==> src/rtl/clk_period_meter.sv <==
// clk_period_meter: measures the period and high time of a slow asynchronous
// signal in system-clock cycles. A start pulse arms one measurement, and the
// result is returned over a valid/ready handshake.
// Optional build macro SIG_DEGLITCH_EN inserts a DGL_CYCLES stability filter
// between the synchronizer and the edge detector.
module clk_period_meter #(
  parameter int CNT_W       = 24,
  parameter int SYNC_STAGES = 2,
  parameter int DGL_CYCLES  = 3
) (
  input  logic             clk,
  input  logic             rst_n,
  input  logic             sig_in,
  input  logic             start,
  output logic             busy,
  output logic             meas_valid,
  input  logic             meas_ready,
  output logic [CNT_W-1:0] period,
  output logic [CNT_W-1:0] high_time,
  output logic             overflow
);

  // The synchronizer needs at least two flops, so smaller values are clamped.
  localparam int SYNC_N = (SYNC_STAGES < 2) ? 2 : SYNC_STAGES;
  localparam logic [CNT_W-1:0] CNT_MAX = '1;

  typedef enum logic [1:0] {IDLE, ARM, MEASURE, HOLD} state_t;

  state_t            state;
  state_t            state_nxt;
  logic [SYNC_N-1:0] sync_q;
  logic              lvl;
  logic              hist;
  logic              rise;
  logic              fall;
  logic [CNT_W-1:0]  cnt;
  logic              cnt_full;

  // Bring sig_in into the clk domain through a plain flop chain.
  always_ff @(posedge clk or negedge rst_n) begin
    if (!rst_n) sync_q <= '0;
    else        sync_q <= {sync_q[SYNC_N-2:0], sig_in};
  end

`ifdef SIG_DEGLITCH_EN
  localparam int DGL_N = (DGL_CYCLES < 1) ? 1 : DGL_CYCLES;
  localparam int DGL_W = $clog2(DGL_N + 1);
  localparam logic [DGL_W-1:0] DGL_LAST = DGL_W'(DGL_N - 1);

  logic [DGL_W-1:0] dgl_cnt;
  logic             filt;

  // Follow the synchronized level only after it has disagreed with the
  // filtered level for DGL_N consecutive cycles. Both edges get the same delay.
  always_ff @(posedge clk or negedge rst_n) begin
    if (!rst_n) begin
      filt    <= 1'b0;
      dgl_cnt <= '0;
    end else if (sync_q[SYNC_N-1] == filt) begin
      dgl_cnt <= '0;
    end else if (dgl_cnt == DGL_LAST) begin
      filt    <= sync_q[SYNC_N-1];
      dgl_cnt <= '0;
    end else begin
      dgl_cnt <= dgl_cnt + 1'b1;
    end
  end

  assign lvl = filt;
`else
  assign lvl = sync_q[SYNC_N-1];
`endif

  // Keep the previous level so rise and fall have identical latency.
  always_ff @(posedge clk or negedge rst_n) begin
    if (!rst_n) hist <= 1'b0;
    else        hist <= lvl;
  end

  assign rise       = lvl & ~hist;
  assign fall       = ~lvl & hist;
  assign cnt_full   = (cnt == CNT_MAX);
  assign busy       = (state != IDLE);
  assign meas_valid = (state == HOLD);

  // Register the measurement state.
  always_ff @(posedge clk or negedge rst_n) begin
    if (!rst_n) state <= IDLE;
    else        state <= state_nxt;
  end

  // Next-state logic. In ARM, a rise takes priority over saturation.
  always_comb begin
    state_nxt = state;
    case (state)
      IDLE:    if (start) state_nxt = ARM;
      ARM: begin
        if (rise)          state_nxt = MEASURE;
        else if (cnt_full) state_nxt = HOLD;
      end
      MEASURE: if (rise || cnt_full) state_nxt = HOLD;
      HOLD:    if (meas_ready) state_nxt = IDLE;
      default: state_nxt = IDLE;
    endcase
  end

  // Counter and result capture. cnt is 1 on the cycle after the starting rise,
  // so the count at a later edge equals the distance in clk cycles.
  always_ff @(posedge clk or negedge rst_n) begin
    if (!rst_n) begin
      cnt       <= '0;
      period    <= '0;
      high_time <= '0;
      overflow  <= 1'b0;
    end else begin
      case (state)
        IDLE: begin
          if (start) begin
            cnt       <= '0;
            overflow  <= 1'b0;
            high_time <= '0;
          end
        end
        ARM: begin
          if (rise) begin
            cnt <= CNT_W'(1);
          end else if (cnt_full) begin
            overflow  <= 1'b1;
            period    <= '0;
            high_time <= '0;
          end else begin
            cnt <= cnt + 1'b1;
          end
        end
        MEASURE: begin
          if (fall) high_time <= cnt;
          if (rise) begin
            period <= cnt;
          end else if (cnt_full) begin
            period   <= CNT_MAX;
            overflow <= 1'b1;
          end else begin
            cnt <= cnt + 1'b1;
          end
        end
        default: ;
      endcase
    end
  end

endmodule

==> config.mk <==
export PLATFORM = sky130hd
export DESIGN_NAME = clk_period_meter
export DESIGN_NICKNAME = d
export VERILOG_FILES = /design/src/rtl/clk_period_meter.sv
export SDC_FILE = /design/constraint.sdc
export NUM_CORES = 1
export LEC_CHECK = 0
export ABC_AREA = 1
export BUFFER_PORTS_ARGS = -buffer_cell sky130_fd_sc_hd__buf_2
export CAP_MARGIN = 20
export CORE_MARGIN = 2
export CORE_UTILIZATION = 55
export CTS_BUF_LIST = sky130_fd_sc_hd__clkbuf_4
export DETAILED_ROUTE_END_ITERATION = 10
export GPL_ROUTABILITY_DRIVEN = 0
export PLACE_DENSITY = 0.88
export SYNTH_ARGS = -nofsm -noshare
export SYNTH_HDL_FRONTEND = slang
export SYNTH_SLANG_ARGS = --single-unit
==> constraint.sdc <==
create_clock -name clk -period 2.55 [get_ports clk]
set_input_delay 0.1275 -clock clk [delete_from_list [all_inputs] [get_ports clk]]
set_output_delay 0.1275 -clock clk [all_outputs]
set_load 0.05 [all_outputs]
==> reports/summary.txt <==
GRT Overall Usage - 23.0%
worst endpoint data arrival time - 2680 ps
detail-routed via count per cell - 5.42
residual overflow from global routing - 0
area share of the largest cell type after synthesis - 50.5%
mux contribution to synthesized area - 0%
Post-layout nets - 550
overall power consumption - 4.67 mW
unrepaired setup endpoints after global routing - false
number of diodes added for antenna fixing - 0
area fraction in and, or, nand and nor cells after synthesis - 25.5%
worst setup skew after layout - 10.4 ps
floorplan die height - 87.8 um
share of flip-flops with an asynchronous set or reset after synthesis - 100%
fraction of the cycle the final worst path needs - 90.4%
Max Fanout on Critical Path - 12
slack of the critical path - 244 ps
Worst Setup Start Kind - register
count of buffers from port buffering - 55
buffer levels on the longest clock path - 2
biggest area consumer among synthesized cells - sky130_fd_sc_hd__dfrtp_1
synthesized area per cell - 7.97 sq um
dominant delay contributor by cell family on the critical path - compound AO/OA/AOI/OAI gates
htree depth - 3
clock tree from TritonCTS - done
clk sinks - 78
setup violators final - 0
DIE AREA - 7710 sq um
Cell Area, Synth - 3860 sq um
maximum number of pins on one net before global-route repair - 50
Largest stage delay, worst path - 440 ps
Req. time, crit path - 2920 ps
Total Negative Setup Slacks - 0 ps
type of the tightest min-delay check - input port to register
cell with the most instances after synthesis - sky130_fd_sc_hd__nand2_1
number of slew-limit violations in the final report - 0
routed via count - 3463
Post-DP HPWL - 5.96 mm
Yosys reg bits - 78
fillers - 530
static power due to leakage - 2.14 nW
Post-Place Setup Slack - 308 ps
Pre-antenna DRT Iters - 6
count of distinct cell types in the synthesized netlist - 25
drc violations - 0
DRT Wirelength - 8.58 mm
Post-Synthesis Net Count - 496
non-filler instance count after layout - 639
headroom to the max-slew limit - 66.7%
# rows - 30
CP max stage cell - sky130_fd_sc_hd__dfrtp_1
top post-synthesis cells by area - sky130_fd_sc_hd__dfrtp_1 51%, sky130_fd_sc_hd__nand2_1 14%, sky130_fd_sc_hd__o21ai_1 4.9%
antenna violations before repair - 0
Power Dens Cells - 1080 nW/um^2
endpoint kind of the worst setup timing path - register
initial standard-cell utilization of the core - 56.9%
maximum frequency from static timing analysis - 434 MHz
via count of the first global-routing pass - 3096
post-synthesis instance total - 485
synthesized-area fraction occupied by adder cells - 1.94%
complex-gate fraction of the synthesized area - 13.8%
signed area change from the synthesized netlist to the final layout - 11.8%
dominant register cell in the synthesized netlist - sky130_fd_sc_hd__dfrtp_1
result of the run - completed
Post-synth EDFFs - 0
yosys warns - 0
top cell types by occurrence after synthesis - 149 x sky130_fd_sc_hd__nand2_1, 78 x sky130_fd_sc_hd__dfrtp_1, 47 x sky130_fd_sc_hd__inv_1, 47 x sky130_fd_sc_hd__nor2_1, 38 x sky130_fd_sc_hd__o21ai_1
Iter 0 DRT Violations - 397
number of hold violations in the final report - 0
die width - 87.8 um
share of synthesized area occupied by flip-flops and latches - 50.5%
XOR/XNOR Fraction of Synth Area - 0%
Post-CTS Setup Repair Bufs - 0
number of placed I/O pins - 56
layout cell share with drive strength beyond 1 - 17.3%
count of buffer and inverter cells on the critical path - 4
Hold Slack - 154 ps
Routed wire per std cell - 13.4 um
worst voltage drop across the vdd grid - 0.610 mV
number of gates resized after CTS - 0
largest family of logic cells by synthesized area - simple AND/OR/NAND/NOR gates
first-pass GRT wire length - 14.1 mm
area of the core region - 6790 sq um
dominant cell type by count on the critical path - sky130_fd_sc_hd__inv_1
critical path, cell by cell - inv_1 -> ha_1 -> inv_1 -> a21oi_1 -> nor2_2 -> inv_1 -> o21ai_0 -> nand2_1 -> nand2_1 -> inv_1
CTS clk-pin slew, worst paths - 130 ps
placed cell count - 622
worst skew pair latency - 420 ps
post-detailed-route count of antenna-violating nets - 0
shortest period the worst path allows - 2310 ps
Worst Path Class, Setup - register to register
Max Cap Violations - 0
clock buffer count from CTS - 9
library cell used as clock root buffer - sky130_fd_sc_hd__clkbuf_4
Tightest Pin Transition - 499 ps
[logic make-up (layout without fill, tap and decap cells)]
family          Yosys count  after routing
flops                    78             78
simple gates            236            236
compound gates           97             97
fa+ha+maj                 6              6
buf+inv                  68            126
[flip-flops by register name (all words and copies together), names as in the netlist]
| name | cells |
|---|---|
| sync_q | 2 |
| overflow | 1 |
| state | 2 |
| period | 24 |
| hist | 1 |
| cnt | 24 |
| high_time | 24 |
[worst reg2reg max path, cell delays in order (launching register included)]
cell and delay (ps):
sky130_fd_sc_hd__dfrtp_1 440, sky130_fd_sc_hd__inv_1 100, sky130_fd_sc_hd__ha_1 330, sky130_fd_sc_hd__inv_1 60
sky130_fd_sc_hd__a21oi_1 380, sky130_fd_sc_hd__nor2_2 170, sky130_fd_sc_hd__inv_1 330, sky130_fd_sc_hd__o21ai_0 240
sky130_fd_sc_hd__nand2_1 100, sky130_fd_sc_hd__nand2_1 60, sky130_fd_sc_hd__inv_1 50
[path summary, 6_finish.rpt]
path	depth (start not counted)	to	slack [ps]	start
worst min-delay path	6	state[0]$_DFFE_PN0P_	150	meas_ready
worst max register to register	10	cnt[5]$_DFFE_PN0P_	240	state[1]$_DFFE_PN0P_
min in group asynchronous	2	period[3]$_DFFE_PN0P_	160	rst_n
worst max-delay path	10	cnt[5]$_DFFE_PN0P_	240	state[1]$_DFFE_PN0P_
max in group asynchronous	3	high_time[13]$_DFFE_PN0P_	1610	rst_n
worst min register to register	0	sync_q[1]$_DFF_PN0_	370	sync_q[0]$_DFF_PN0_
[cell type report]
| cell class | instances | area, sq um | share of cell area [%] |
|---|---|---|---|
| Tap cell | 96 | 120 | 2.78 |
| Clock inverter | 6 | 63.8 | 1.48 |
| Timing Repair Buffer | 63 | 340 | 7.88 |
| Sequential cell | 78 | 1950 | 45.2 |
| Inverter | 48 | 183 | 4.23 |
| Clock buffer | 9 | 67.6 | 1.56 |
| Multi-Input combinational cell | 339 | 1590 | 36.9 |
[layer usage]
metal	up-vias	track usage [%]	part of all wire, %
met2	159	37.0	47
li1	1666	-	-
met4	0	6.43	1.6
met5	-	0	0
met3	18	5.56	7.4
met1	1620	31.3	44
[layout by cell type (no fill, tap or decap), drive strengths merged]
| cell | n |
|---|---|
| nand2 | 153 |
| o21ai | 82 |
| dfrtp | 78 |
| buf | 61 |
| nor2 | 50 |
| inv | 48 |
| nand3 | 16 |
| nand4 | 9 |
| clkbuf | 9 |
| a21oi | 8 |
| nor3 | 8 |
| o21bai | 6 |
| ha | 6 |
| clkinv | 3 |
| clkinvlp | 2 |
| dlygate4sd3 | 2 |
| o22a | 1 |
| bufinv | 1 |
[timing repair]
| item | in CTS | in global routing |
|---|---|---|
| setup endpoints to repair | 0 | 0 |
| hold buffers | 2 | 0 |
| endpoints found under the hold margin | 18 | 0 |
[power breakdown]
group / switching (mW) / internal [mW]
Sequential: 0.150 / 1.46
Combinational: 1.81 / 0.517
Clock: 0.435 / 0.292
Total: 2.40 / 2.27
[per-stage QoR]
stage          util [%]  instance area, sq um
2_1_floorplan         -                  3860
3_3_place_gp       61.3                  4170
3_5_place_dp       61.3                  4170
4_1_cts            63.6                  4320
5_1_grt            63.6                  4320
6_report           63.6                  4320
(Power assumes the default switching activity.)
